<file path="src/rtl/sampler_mem_arbiter_if.sv">
// Requester-side and memory-side bundles for sampler_mem_arbiter.
// master drives the command/memory request; slave answers it.
interface arb_req_if #(
  parameter int ADDR_W = 8,
  parameter int DATA_W = 32,
  parameter int LEN_W  = 3
);
  logic              valid;
  logic              ready;
  logic              we;
  logic [ADDR_W-1:0] addr;
  logic [LEN_W-1:0]  len;
  logic [DATA_W-1:0] wdata;
  logic              beat;
  logic              rvalid;
  logic              rlast;
  logic [DATA_W-1:0] rdata;

  modport master (output valid, we, addr, len, wdata,
                  input  ready, beat, rvalid, rlast, rdata);
  modport slave  (input  valid, we, addr, len, wdata,
                  output ready, beat, rvalid, rlast, rdata);
endinterface

interface arb_mem_if #(
  parameter int ADDR_W = 8,
  parameter int DATA_W = 32
);
  logic              en;
  logic              we;
  logic [ADDR_W-1:0] addr;
  logic [DATA_W-1:0] wdata;
  logic [DATA_W-1:0] rdata;

  modport master (output en, we, addr, wdata, input rdata);
  modport slave  (input en, we, addr, wdata, output rdata);
endinterface

</file>
<file path="src/rtl/sampler_mem_arbiter.sv">
// Two-requester burst arbiter for the sampler's single-port sample RAM.
// Define SAMPLER_ARB_FIXED_PRIO_EN for fixed priority (req0 wins) instead of round robin.
//
// state   | meaning
// IDLE    | waiting for a request; accept pulses ready combinationally
// BURST   | one memory beat per cycle, beat_q = 0..len_q
// DONE    | last read beat returns; bus turnaround
module sampler_mem_arbiter #(
  parameter int ADDR_W = 8,
  parameter int DATA_W = 32,
  parameter int LEN_W  = 3
) (
  input  logic      ACLK,
  input  logic      ARESET,
  arb_req_if.slave  req0,
  arb_req_if.slave  req1,
  arb_mem_if.master mem
);

  localparam logic [1:0] S_IDLE  = 2'd0;
  localparam logic [1:0] S_BURST = 2'd1;
  localparam logic [1:0] S_DONE  = 2'd2;

  logic [1:0]        state_q, state_d;
  logic              gnt_q, gnt_d;
  logic              we_q, we_d;
  logic [ADDR_W-1:0] addr_q, addr_d;
  logic [LEN_W-1:0]  len_q, len_d;
  logic [LEN_W-1:0]  beat_q, beat_d;
  logic              rd_vld_q, rd_vld_d;
  logic              rd_gnt_q, rd_gnt_d;
  logic              rd_last_q, rd_last_d;
  logic              accept, win, in_burst, rv0, rv1;

`ifdef SAMPLER_ARB_FIXED_PRIO_EN
  assign win = ~req0.valid;
`else
  logic ptr_q, ptr_d;

  // ptr_q names the requester that wins the next tie
  assign win   = (req0.valid & req1.valid) ? ptr_q : req1.valid;
  assign ptr_d = accept ? ~win : ptr_q;

  always_ff @(posedge ACLK or posedge ARESET) begin
    if (ARESET) ptr_q <= 1'b0;
    else        ptr_q <= ptr_d;
  end
`endif

  // ready must read 0 while reset is asserted even if a valid is pending
  assign accept = (state_q == S_IDLE) & (req0.valid | req1.valid) & ~ARESET;

  always_comb begin
    state_d = state_q;
    gnt_d   = gnt_q;
    we_d    = we_q;
    addr_d  = addr_q;
    len_d   = len_q;
    beat_d  = beat_q;
    case (state_q)
      S_IDLE: begin
        if (accept) begin
          state_d = S_BURST;
          gnt_d   = win;
          we_d    = win ? req1.we   : req0.we;
          addr_d  = win ? req1.addr : req0.addr;
          len_d   = win ? req1.len  : req0.len;
          beat_d  = '0;
        end
      end
      S_BURST: begin
        beat_d = beat_q + 1'b1;
        if (beat_q == len_q) state_d = S_DONE;
      end
      S_DONE:  state_d = S_IDLE;
      default: state_d = S_IDLE;
    endcase
  end

  assign in_burst  = (state_q == S_BURST);
  assign rd_vld_d  = in_burst & ~we_q;
  assign rd_gnt_d  = gnt_q;
  assign rd_last_d = (beat_q == len_q);

  always_ff @(posedge ACLK or posedge ARESET) begin
    if (ARESET) begin
      state_q   <= S_IDLE;
      gnt_q     <= 1'b0;
      we_q      <= 1'b0;
      addr_q    <= '0;
      len_q     <= '0;
      beat_q    <= '0;
      rd_vld_q  <= 1'b0;
      rd_gnt_q  <= 1'b0;
      rd_last_q <= 1'b0;
    end else begin
      state_q   <= state_d;
      gnt_q     <= gnt_d;
      we_q      <= we_d;
      addr_q    <= addr_d;
      len_q     <= len_d;
      beat_q    <= beat_d;
      rd_vld_q  <= rd_vld_d;
      rd_gnt_q  <= rd_gnt_d;
      rd_last_q <= rd_last_d;
    end
  end

  assign rv0 = rd_vld_q & ~rd_gnt_q;
  assign rv1 = rd_vld_q &  rd_gnt_q;

  always_comb begin
    mem.en      = in_burst;
    mem.we      = in_burst & we_q;
    mem.addr    = in_burst ? addr_q + ADDR_W'(beat_q) : '0;
    mem.wdata   = in_burst ? (gnt_q ? req1.wdata : req0.wdata) : '0;
    req0.ready  = accept & ~win;
    req1.ready  = accept &  win;
    req0.beat   = in_burst & ~gnt_q;
    req1.beat   = in_burst &  gnt_q;
    req0.rvalid = rv0;
    req1.rvalid = rv1;
    req0.rlast  = rv0 & rd_last_q;
    req1.rlast  = rv1 & rd_last_q;
    req0.rdata  = rv0 ? mem.rdata : '0;
    req1.rdata  = rv1 ? mem.rdata : '0;
  end

endmodule
</file>
<file path="src/flat_wrapper.sv">
// flat-port wrapper written by rule: the top's interface ports become plain ports
module sampler_mem_arbiter_flat 
#(
  parameter int ADDR_W = 8,
  parameter int DATA_W = 32,
  parameter int LEN_W  = 3
)
  (ACLK, ARESET, req0_valid, req0_we, req0_addr, req0_len, req0_wdata, req0_ready, req0_beat, req0_rvalid, req0_rlast, req0_rdata, req1_valid, req1_we, req1_addr, req1_len, req1_wdata, req1_ready, req1_beat, req1_rvalid, req1_rlast, req1_rdata, mem_en, mem_we, mem_addr, mem_wdata, mem_rdata);
  arb_req_if #(.ADDR_W(ADDR_W), .DATA_W(DATA_W), .LEN_W(LEN_W)) req0_i ();
  arb_req_if #(.ADDR_W(ADDR_W), .DATA_W(DATA_W), .LEN_W(LEN_W)) req1_i ();
  arb_mem_if #(.ADDR_W(ADDR_W), .DATA_W(DATA_W)) mem_i ();
  input  logic ACLK;
  input  logic ARESET;
  input wire logic [$bits(req0_i.valid)-1:0] req0_valid;
  input wire logic [$bits(req0_i.we)-1:0] req0_we;
  input wire logic [$bits(req0_i.addr)-1:0] req0_addr;
  input wire logic [$bits(req0_i.len)-1:0] req0_len;
  input wire logic [$bits(req0_i.wdata)-1:0] req0_wdata;
  output wire logic [$bits(req0_i.ready)-1:0] req0_ready;
  output wire logic [$bits(req0_i.beat)-1:0] req0_beat;
  output wire logic [$bits(req0_i.rvalid)-1:0] req0_rvalid;
  output wire logic [$bits(req0_i.rlast)-1:0] req0_rlast;
  output wire logic [$bits(req0_i.rdata)-1:0] req0_rdata;
  input wire logic [$bits(req1_i.valid)-1:0] req1_valid;
  input wire logic [$bits(req1_i.we)-1:0] req1_we;
  input wire logic [$bits(req1_i.addr)-1:0] req1_addr;
  input wire logic [$bits(req1_i.len)-1:0] req1_len;
  input wire logic [$bits(req1_i.wdata)-1:0] req1_wdata;
  output wire logic [$bits(req1_i.ready)-1:0] req1_ready;
  output wire logic [$bits(req1_i.beat)-1:0] req1_beat;
  output wire logic [$bits(req1_i.rvalid)-1:0] req1_rvalid;
  output wire logic [$bits(req1_i.rlast)-1:0] req1_rlast;
  output wire logic [$bits(req1_i.rdata)-1:0] req1_rdata;
  output wire logic [$bits(mem_i.en)-1:0] mem_en;
  output wire logic [$bits(mem_i.we)-1:0] mem_we;
  output wire logic [$bits(mem_i.addr)-1:0] mem_addr;
  output wire logic [$bits(mem_i.wdata)-1:0] mem_wdata;
  input wire logic [$bits(mem_i.rdata)-1:0] mem_rdata;
  assign req0_i.valid = req0_valid;
  assign req0_i.we = req0_we;
  assign req0_i.addr = req0_addr;
  assign req0_i.len = req0_len;
  assign req0_i.wdata = req0_wdata;
  assign req0_ready = req0_i.ready;
  assign req0_beat = req0_i.beat;
  assign req0_rvalid = req0_i.rvalid;
  assign req0_rlast = req0_i.rlast;
  assign req0_rdata = req0_i.rdata;
  assign req1_i.valid = req1_valid;
  assign req1_i.we = req1_we;
  assign req1_i.addr = req1_addr;
  assign req1_i.len = req1_len;
  assign req1_i.wdata = req1_wdata;
  assign req1_ready = req1_i.ready;
  assign req1_beat = req1_i.beat;
  assign req1_rvalid = req1_i.rvalid;
  assign req1_rlast = req1_i.rlast;
  assign req1_rdata = req1_i.rdata;
  assign mem_en = mem_i.en;
  assign mem_we = mem_i.we;
  assign mem_addr = mem_i.addr;
  assign mem_wdata = mem_i.wdata;
  assign mem_i.rdata = mem_rdata;
  sampler_mem_arbiter #(.ADDR_W(ADDR_W), .DATA_W(DATA_W), .LEN_W(LEN_W)) u_core (.ACLK(ACLK), .ARESET(ARESET), .req0(req0_i), .req1(req1_i), .mem(mem_i));
endmodule
</file>
<file path="config.mk">
export PLATFORM = sky130hd
export DESIGN_NAME = sampler_mem_arbiter_flat
export DESIGN_NICKNAME = d
export VERILOG_FILES = /design/src/rtl/sampler_mem_arbiter_if.sv /design/src/rtl/sampler_mem_arbiter.sv /design/src/flat_wrapper.sv
export SDC_FILE = /design/constraint.sdc
export NUM_CORES = 1
export LEC_CHECK = 0
export ABC_AREA = 1
export CAP_MARGIN = 25
export CORE_MARGIN = 5
export CORE_UTILIZATION = 28
export DETAILED_ROUTE_END_ITERATION = 6
export PLACE_DENSITY = 0.78
export RECOVER_POWER = 100
export REMOVE_ABC_BUFFERS = 1
export SYNTH_ARGS = -nofsm -noshare
export SYNTH_HDL_FRONTEND = slang
export SYNTH_SLANG_ARGS = --single-unit
</file>
<file path="constraint.sdc">
create_clock -name ACLK -period 1.77 [get_ports ACLK]
set_input_delay 0.177 -clock ACLK [delete_from_list [all_inputs] [get_ports ACLK]]
set_output_delay 0.177 -clock ACLK [all_outputs]
set_load 0.03 [all_outputs]
</file>
==> run_results.csv, run 1 <==
group,metric,value,unit
cts,htreeDepth,1,
layout,final_nets,784,
global_routing,grt_overflow,0,
sta,worst_slack,-0.190,ns
worst_setup_path,cp-startpoint,"u_core.addr_q[0]",
place,post-place-cells,740,
sta,period_needed,1.96,ns
worst_setup_path,required,1.59,ns
worst_setup_path,reg2reg_slack,0.31,ns
power,ir_drop,932,µV
place,globalplace.congestion,0.891,
floorplan,die_h,97.6,µm
cts,clkSinkCount,22,
floorplan,coreArea,7610,µm²
global_routing,grt_pass1_wl,15900,µm
place,dp_hpwl,8650,µm
power,p_per_area,1600,nW/µm²
sta,finalCritPeriodShare,111,%
routing,drt_wl_total,10700,µm
routing,firstDrtPassIters,5,
layout,finalInstanceArea,4870,µm²
sta,setup_viol,7,
logic_synthesis,synth_compound_gate_area_share,2.73,%
worst_setup_path,end_kind,"output pin",
hold_path,worstHoldPathType,"reg2reg",
global_routing,antenna_found_initial,0,
layout,final_cell_count_no_fill,756,
logic_synthesis,synth.distinct_cells,19,
logic_synthesis,yosysTopAreaCell,"nand2_1",
logic_synthesis,synth-simple-area-share,51.9,%
floorplan,start_util,28.3,%
routing,drc,0,
logic_synthesis,synth_top_family_by_area,"simple AND/OR/NAND/NOR gates",
worst_setup_path,crit_arrival,1.78,ns
logic_synthesis,synth_area_leaders,"nand2_1, dfrtp_1, nor2_1, inv_1, ha_1",
worst_setup_path,crit_path_max_fanout,3,
cts,path_clk_slew,0.08,ns
cts,ctsHoldBuffers,0,
sta,worstMarginPinSlew,1.15,ns
logic_synthesis,ys_async_sr_fraction,100,%
worst_setup_path,crit_end,"mem_addr[6]",
global_routing,grt_max_degree,34,
worst_setup_path,crit_path_start_kind,"register",
cts,root_buffer,"clkbuf_8",
cts,cts_buffer_depth,2,
sta,fin_worst_skew,0.00862,ns
global_routing,globalRouteTotalUtil,20.3,%
cts,cts_made_buffers,3,
layout,drive_gt1_share,25.5,%
worst_setup_path,r2r-start,"u_core.state_q[0]",
worst_setup_path,reg2regPathDepth,7,
routing,drtIter0Drc,80,
logic_synthesis,synth_area,2150,µm²
logic_synthesis,synth-edff-count,0,
cts,cts_tree,"done",
place,io_buffers,237,
layout,n_antenna_cell,0,
routing,viasPerCell,4.34,
sta,relSlewSlack,23.6,%
logic_synthesis,synth_ff_type,"dfrtp_1",
logic_synthesis,yosysSeqAreaShare,25.6,%
sta,fmax,510,MHz
logic_synthesis,synth_fa_ha_area_share,3.26,%
floorplan,die_w,97.6,µm
floorplan,pin_count,238,
sta,rsz0062_at_grt,"true",
floorplan,rows,32,
routing,wl_per_cell,14.1,µm
logic_synthesis,synth-xor-area-share,1.22,%
logic_synthesis,synth.top_cell.area_share,34.4,%
layout,num-fill-cells,652,
floorplan,die_area,9530,µm²
sta,drv_slew,0,
run,cap_violations,0,
status,violations,"setup timing",
power,p_leak,2.67,nW
power,power.total,7.78,mW
logic_synthesis,ys_ff_latch,22,
routing,postRouteAntennaNets,0,
logic_synthesis,avgSynthCellArea,5.31,µm²
place,place_area,4650,µm²
worst_setup_path,worstSetupPathType,"reg2out",
sta,final_hold_viol_count,0,
routing,num_vias,3281,
global_routing,grt_pass1_vias,3107,
logic_synthesis,synth.mux.area_fraction,0,%
layout,layout-area-overhead-vs-synth,126,%
layout,utilization,64.0,%
worst_setup_path,r2r_end,"u_core.beat_q[0]",
status,status,"complete, but fails checks",
cts,clkLatencyLatePin,0.26,ns
logic_synthesis,syn_inst,405,
logic_synthesis,yosys_warnings,0,
-- stage by stage --
stage / TNS [ns] / hold slack, ns / setup WS [ns]
6_report: -0.913 / 0.411 / -0.190
5_1_grt: -1.51 / 0.424 / -0.242
4_1_cts: -0.575 / 0.284 / -0.201
3_5_place_dp: -0.229 / 0.392 / -0.164
3_3_place_gp: -0.0911 / 0.389 / -0.0775
2_1_floorplan: -8.01 / 0.166 / -0.232
-- cells in the final DEF, fill, tap and decap left out, types with 3 or more instances in the layout --
master	count
clkdlybuf4s15_1	3
nor2_2	5
nand3_1	4
clkbuf_8	4
xnor2_1	3
o21ai_2	3
inv_2	3
nand2_2	5
clkdlybuf4s50_1	125
inv_1	51
a21oi_1	4
buf_12	20
nand3_2	4
nor2_1	77
buf_4	94
dfrtp_1	22
clkbuf_2	13
nand2_1	192
-- state kept, by name, summed over array words and instances, names as in the netlist --
register          flops
u_core.state_q        2
u_core.addr_q         8
u_core.len_q          3
u_core.rd_last_q      1
u_core.beat_q         3
u_core.ptr_q          1
u_core.rd_vld_q       1
u_core.rd_gnt_q       1
u_core.gnt_q          1
u_core.we_q           1
-- worst min-delay path by stage --
stage                       from           endpoint  slack (ns)  cells after the start
finish              u_core.gnt_q    u_core.rd_gnt_q        0.41                      0
global route        u_core.gnt_q    u_core.rd_gnt_q        0.42                      0
CTS                       ARESET  u_core.state_q[0]        0.28                      3
detailed placement  u_core.gnt_q    u_core.rd_gnt_q        0.39                      0
global placement    u_core.gnt_q    u_core.rd_gnt_q        0.39                      0
floorplan                 ARESET   u_core.addr_q[0]        0.17                      1
-- where the power goes --
group          total (mW)  leakage [nW]  internal (mW)  switching (mW)
Clock               0.349        0.0288          0.198           0.151
Sequential          0.912         0.278          0.730           0.181
Combinational        6.52          2.36           2.66            3.86
Total                7.78          2.67           3.59            4.19
-- layer usage --
| layer | GRT usage [%] | vias to the layer above | wire, µm |
|---|---|---|---|
| met5 | 0 | - | 0 |
| met4 | 5.54 | 0 | 259 |
| met3 | 4.09 | 18 | 741 |
| met2 | 38.8 | 153 | 5640 |
| met1 | 22.5 | 1443 | 4040 |
| li1 | - | 1667 | - |
-- what timing repair did --
| item | in CTS | in global routing |
|---|---|---|
| resized for setup | 44 | 37 |
| buffers inserted | 6 | 4 |
| pin swaps | 9 | 5 |
| cloned | 0 | 2 |
| hold endpoints to repair | 0 | 0 |
| endpoints found under the setup margin | 35 | 53 |
-- worst max-delay path, stage by stage (launching register included) --
cell and delay [ns]:
dfrtp_1 0.40, ha_2 0.21, fa_2 0.36, nand2_2 0.07, nand2_2 0.07, nand2_2 0.08, o21ai_2 0.06, a21oi_2 0.16
buf_12 0.14
-- cells by family (layout without fill, tap and decap cells) --
kind of cell,after synthesis,in the layout
AND/OR/NAND/NOR,290,290
AO/OA/AOI/OAI,11,11
flip-flops,22,22
adder cells (fa/ha/maj),5,5
buffers and inverters,74,323
XOR/XNOR,3,3
-- layout make-up --
type                       instances  area, µm²  share of cell area (%)
tap                              102        128                    2.62
clock buffer                       4       55.1                    1.13
inverter                          57        225                    4.63
timing repair buffer             262       2550                    52.3
sequential                        22        551                    11.3
multi-input combinational        309       1360                    28.0
-- cell usage after synthesis, types with 2 or more instances --
cell type,count
buf_4,5
inv_1,53
ha_1,4
inv_2,4
buf_2,2
nand3_1,8
buf_6,4
o21ai_0,4
nor2_4,2
buf_1,3
clkbuf_1,3
dfrtp_1,22
a21oi_1,6
xnor2_1,3
nand2_1,197
nor2_1,82
Note: power is estimated with default switching activity, not from simulation.
==> run 2, diff against run 1 <==
--- a/config.mk
+++ b/config.mk
@@ -9,6 +9,7 @@
 export CAP_MARGIN = 25
 export CORE_MARGIN = 5
 export CORE_UTILIZATION = 28
+export CTS_CLUSTER_DIAMETER = 150
 export DETAILED_ROUTE_END_ITERATION = 6
 export PLACE_DENSITY = 0.78
 export RECOVER_POWER = 100
==> constraint.sdc (replaced) <==
create_clock -name ACLK -period 2.1 [get_ports ACLK]
set_input_delay 0.21 -clock ACLK [delete_from_list [all_inputs] [get_ports ACLK]]
set_output_delay 0.21 -clock ACLK [all_outputs]
set_load 0.03 [all_outputs]
==> run 2 against run 1 <==
Effect of this change: the flow now finishes without violations; first-iteration DRC count is 28% higher; critical path depth is the same; via count down 4.2%; total power shrank 28%; sequential cell count unchanged; setup slack improved by 0.24 ns; clock skew fell by 0.0015 ns; clock-buffer cell count down 1; sequential share of layout area is 1.6 points higher; cell area down 12%; core utilization shrank 7.7 points; largest cell class unchanged; highest routed layer unchanged.
==> run_results.csv, run 2 (synthesis gave the netlist of run 1 again) <==
group,metric,value,unit
sta,worstMarginPinSlew,1.15,ns
sta,fmax,489,MHz
layout,top_regs,"u_core.addr_q: 8 flops, u_core.beat_q: 3 flops, u_core.len_q: 3 flops",
cts,clkSinkCount,22,
global_routing,grt_max_degree,34,
run,cap_violations,0,
worst_setup_path,crit_arrival,1.84,ns
power,ir_drop,531,µV
floorplan,die_w,97.6,µm
layout,layout-area-overhead-vs-synth,99.0,%
global_routing,grt_pass1_vias,2982,
layout,final_nets,770,
routing,met3_wirelength,632,µm
cts,path_clk_slew,0.08,ns
floorplan,die_h,97.6,µm
worst_setup_path,required,1.89,ns
cts,clkLatencyLatePin,0.26,ns
worst_setup_path,crit_path_max_fanout,3,
routing,drt_wl_total,10200,µm
sta,worst_slack,0.0536,ns
routing,num_vias,3144,
routing,viasPerCell,4.24,
sta,relSlewSlack,23.0,%
layout,utilization,56.3,%
floorplan,die_area,9530,µm²
sta,period_needed,2.05,ns
sta,final_hold_viol_count,0,
routing,postRouteAntennaNets,0,
cts,cts_tree,"done",
worst_setup_path,worstSetupPathType,"reg2out",
power,p_leak,2.35,nW
routing,drtIter0Drc,102,
place,place_ws,0.167,ns
cts,root_buffer,"clkbuf_8",
routing,met1_length,4050,µm
place,io_buffers,237,
routing,firstDrtPassIters,4,
global_routing,grt_overflow,0,
worst_setup_path,end_kind,"output pin",
power,p_per_area,1300,nW/µm²
routing,dr.max_layer_used,"met4",
layout,final_cell_mix,"nand2_1, clkdlybuf4s50_1, nor2_1, inv_1, clkbuf_1",
routing,wl_met2,5460,µm
floorplan,start_util,28.3,%
worst_setup_path,crit_path_start_kind,"register",
cts,htreeDepth,1,
floorplan,rows,32,
place,globalplace.congestion,0.871,
routing,drc,0,
global_routing,globalRouteTotalUtil,19.9,%
floorplan,pin_count,238,
place,dp_hpwl,8580,µm
sta,fin_worst_skew,0.00710,ns
cts,cts_made_buffers,3,
global_routing,grt_pass1_wl,15600,µm
sta,drv_slew,0,
cts,cts_buffer_depth,2,
sta,rsz0062_at_grt,"true",
layout,top_register,"u_core.addr_q",
global_routing,antenna_found_initial,0,
sta,finalCritPeriodShare,97.4,%
layout,final_common_cell,"nand2_1",
floorplan,coreArea,7610,µm²
status,status,"finished, final reports clean",
layout,largest_register_ffs,8,
sta,setup_viol,0,
layout,n_antenna_cell,0,
hold_path,worstHoldPathType,"reg2reg",
routing,wl_per_cell,13.8,µm
layout,drive_gt1_share,12.1,%
[run 2: cell count changes in the layout (fill, tap and decap cells not counted), sizes merged, moves of 3 or more]
cell | previous run | this run
clkdlybuf4s50 | 125 | 130
dlygate4sd3 | 1 | 4
buf | 116 | 50
clkbuf | 21 | 66
clkdlybuf4s15 | 3 | 0
[run 2: area by class of cell]
cell class,count,area (µm²)
sequential,22,551
clock buffer,3,41.3
timing repair buffer,248,2060
inverter,57,215
multi-input combinational,309,1290
fill,789,3330
tap,102,128
[run 2: final timing paths]
check / start / to / slack, ns / depth (start not counted)
worst max-delay path: u_core.beat_q[0] / mem_addr[6] / 0.05 / 8
worst min-delay path: u_core.gnt_q / u_core.rd_gnt_q / 0.41 / 0
worst max register to register: u_core.state_q[1] / u_core.gnt_q / 0.42 / 5
worst min register to register: u_core.gnt_q / u_core.rd_gnt_q / 0.41 / 0
max in group asynchronous: ARESET / u_core.addr_q[3] / 0.63 / 3
min in group asynchronous: ARESET / u_core.state_q[1] / 0.78 / 3
[run 2: worst max-delay path, cell delays in order (launching register included)]
cell     delay, ns
dfrtp_1       0.40
ha_2          0.21
fa_2          0.36
nand2_1       0.08
nand2_1       0.08
nand2_1       0.08
o21ai_1       0.07
a21oi_2       0.16
buf_12        0.14
[run 2: metal layers]
layer | track usage, % | vias up
met2 | 37.5 | 124
li1 | - | 1638
met3 | 3.95 | 8
met1 | 23.2 | 1374
met5 | 0 | -
met4 | 4.05 | 0
[run 2: power by group]
| group | switching, mW | leakage, nW | internal (mW) | total (mW) |
|---|---|---|---|---|
| clock network | 0.130 | 0.0216 | 0.128 | 0.258 |
| registers | 0.165 | 0.278 | 0.615 | 0.780 |
| logic | 2.94 | 2.05 | 1.60 | 4.54 |
[run 2: through the flow]
stage | TNS (ns) | hold WS, ns | instance area (µm²) | power, mW | instances
floorplan | 0 | 0.199 | 2040 | 3.46 | 388
global placement | 0 | 0.388 | 4620 | 5.54 | 738
detailed placement | 0 | 0.394 | 4620 | 5.63 | 738
CTS | 0 | 0.324 | 4670 | 5.90 | 741
global route | -0.225 | 0.430 | 4280 | 6.00 | 741
finish | 0 | 0.409 | 4280 | 5.58 | 741
[run 2: what timing repair did]
item	CTS	global route
setup buffers	0	0
gates resized for setup	2	30
hold buffers	0	0
endpoints found under the setup margin	2	30
pin swaps	0	0
==> run 3, diff against run 2 <==
--- a/config.mk
+++ b/config.mk
@@ -11,7 +11,7 @@
 export CORE_UTILIZATION = 28
 export CTS_CLUSTER_DIAMETER = 150
 export DETAILED_ROUTE_END_ITERATION = 6
-export PLACE_DENSITY = 0.78
+export PLACE_DENSITY = 0.8
 export RECOVER_POWER = 100
 export REMOVE_ABC_BUFFERS = 1
 export SYNTH_ARGS = -nofsm -noshare
==> run 3 against run 2 <==
Effect of this change: first-iteration DRC count down 4.9%; combinational power fell by 2%; critical path depth unchanged; highest routed layer unchanged; critical path type unchanged; total power increased by 0.86%; hold slack better by 0.0076 ns; sequential share of layout area down 0.079 points; via count about the same; register-to-register slack lost 0.06 ns; clock skew shrank 0.0021 ns.
==> run_results.csv, run 3 (synthesis gave the netlist of run 1 again) <==
group,metric,value,unit
layout,multi_input_area,1290,µm²
global_routing,globalRouteTotalUtil,19.6,%
worst_setup_path,crit_end,"mem_addr[6]",
worst_setup_path,reg2reg_slack,0.36,ns
hold_path,worstHoldPathType,"reg2reg",
worst_setup_path,crit_path_max_fanout,3,
power,p_per_area,1300,nW/µm²
routing,wl_per_cell,13.4,µm
cts,htreeDepth,1,
layout,final_nets,770,
worst_setup_path,path_buf_inv,1,
layout,finalInstanceArea,4320,µm²
worst_setup_path,end_kind,"output pin",
status,status,"finished, final reports clean",
power,ir_drop,729,µV
cts,root_buffer,"clkbuf_8",
worst_setup_path,slowest_delay,0.43,ns
cts,cts_tree,"done",
sta,setup_viol,0,
worst_setup_path,reg2regPathDepth,5,
global_routing,antenna_found_initial,0,
place,dp_hpwl,8400,µm
layout,final_common_cell,"nand2_1",
sta,final_hold_viol_count,0,
routing,viasPerCell,4.23,
run,cap_violations,0,
sta,fin_worst_skew,0.00504,ns
layout,n_antenna_cell,0,
sta,worst_slack,0.0300,ns
layout,drive_gt1_share,12.8,%
global_routing,grt_max_degree,34,
worst_setup_path,worstSetupPathType,"reg2out",
cts,cts_made_buffers,3,
place,io_buffers,237,
floorplan,coreArea,7610,µm²
sta,rsz0062_at_grt,"true",
cts,clkSinkCount,22,
worst_setup_path,r2r_end,"u_core.gnt_q",
routing,drtIter0Drc,97,
sta,drv_slew,0,
routing,postRouteAntennaNets,0,
sta,fmax,483,MHz
place,globalplace.congestion,0.910,
global_routing,grt_pass1_vias,3071,
power,p_leak,2.46,nW
routing,num_vias,3142,
worst_setup_path,crit_path_start_kind,"register",
routing,firstDrtPassIters,4,
global_routing,grt_overflow,0,
floorplan,die_area,9530,µm²
floorplan,die_w,97.6,µm
sta,setup_tns,0,ns
layout,num-fill-cells,779,
worst_setup_path,worstPathCellList,"ha_4 -> fa_2 -> nand2_1 -> nand2_1 -> nand2_1 -> o21ai_0 -> a21oi_2 -> buf_12",
sta,relSlewSlack,21.0,%
power,power.total,5.63,mW
worst_setup_path,worst_path_max_delay_cell,"dfrtp_1",
worst_setup_path,cp.depth,8,
layout,layout-area-overhead-vs-synth,101,%
place,place_area,4570,µm²
floorplan,start_util,28.3,%
sta,worstMarginPinSlew,1.19,ns
layout,top_register,"u_core.addr_q",
cts,cts_buffer_depth,2,
place,place_ws,0.192,ns
floorplan,rows,32,
global_routing,grt_pass1_wl,15600,µm
layout,final_cell_count_no_fill,742,
floorplan,pin_count,238,
place,post-place-cells,738,
worst_setup_path,required,1.89,ns
layout,regArea,552,µm²
worst_setup_path,crit_arrival,1.86,ns
worst_setup_path,r2r-start,"u_core.state_q[1]",
cts,post_cts_buffers,0,
worst_setup_path,cp-startpoint,"u_core.addr_q[0]",
floorplan,die_h,97.6,µm
sta,period_needed,2.07,ns
worst_setup_path,path_delay_family,"adder cells",
worst_setup_path,crit_path_frequent_cell,"nand2_1",
cts,clkLatencyLatePin,0.26,ns
cts,path_clk_slew,0.08,ns
routing,drc,0,
sta,whs,0.416,ns
routing,drt_wl_total,9950,µm
layout,largest_register_ffs,8,
layout,final_cell_mix,"nand2_1, clkdlybuf4s50_1, nor2_1, inv_1, buf_4",
sta,finalCritPeriodShare,98.6,%
layout,utilization,56.7,%
layout,top_regs,"u_core.addr_q: 8 flops, u_core.beat_q: 3 flops, u_core.len_q: 3 flops",
==> run 3: area by class of cell <==
| class | instances | share of cell area [%] |
|---|---|---|
| Clock inverter | 1 | 0.696 |
| Timing Repair Buffer | 248 | 47.6 |
| Tap cell | 102 | 2.96 |
| Multi-Input combinational cell | 309 | 30.0 |
| Clock buffer | 3 | 0.957 |
| Sequential cell | 22 | 12.8 |
| Inverter | 57 | 5.01 |
==> run 3: how the worst min path moves through the flow <==
stage	from	to	slack [ns]	cells after the start
floorplan	ARESET	u_core.addr_q[0]	0.20	1
global placement	u_core.gnt_q	u_core.rd_gnt_q	0.41	0
global route	u_core.gnt_q	u_core.rd_gnt_q	0.43	0
detailed placement	u_core.gnt_q	u_core.rd_gnt_q	0.41	0
finish	u_core.gnt_q	u_core.rd_gnt_q	0.42	0
CTS	ARESET	u_core.rd_last_q	0.33	3
==> run 3: worst reg2reg max path: stages, from the launching register on <==
cell	delay, ns
dfrtp_1	0.42
nor2_1	0.12
o21ai_0	0.16
nor2_1	0.27
clkbuf_1	0.49
o21ai_0	0.14
==> run 3: routing by layer <==
| layer | global-route usage, % | share of wire (%) | up-vias |
|---|---|---|---|
| met5 | 0 | 0 | - |
| met4 | 4.69 | 1.1 | 0 |
| met3 | 3.45 | 5.2 | 10 |
| met2 | 36.7 | 53 | 124 |
| met1 | 23.0 | 41 | 1372 |
| li1 | - | - | 1636 |
==> run 3: repair_timing <==
item / CTS / global route
pin swaps: 0 / 1
hold buffers: 0 / 0
resized for setup: 11 / 21
setup endpoints to repair: 11 / 50
==> run 3: power by group <==
| part | internal, mW | leakage (nW) | switching, mW |
|---|---|---|---|
| Clock | 0.255 | 0.0357 | 0.137 |
| Sequential | 0.617 | 0.276 | 0.170 |
| Combinational | 1.53 | 2.14 | 2.91 |
| Total | 2.41 | 2.46 | 3.22 |
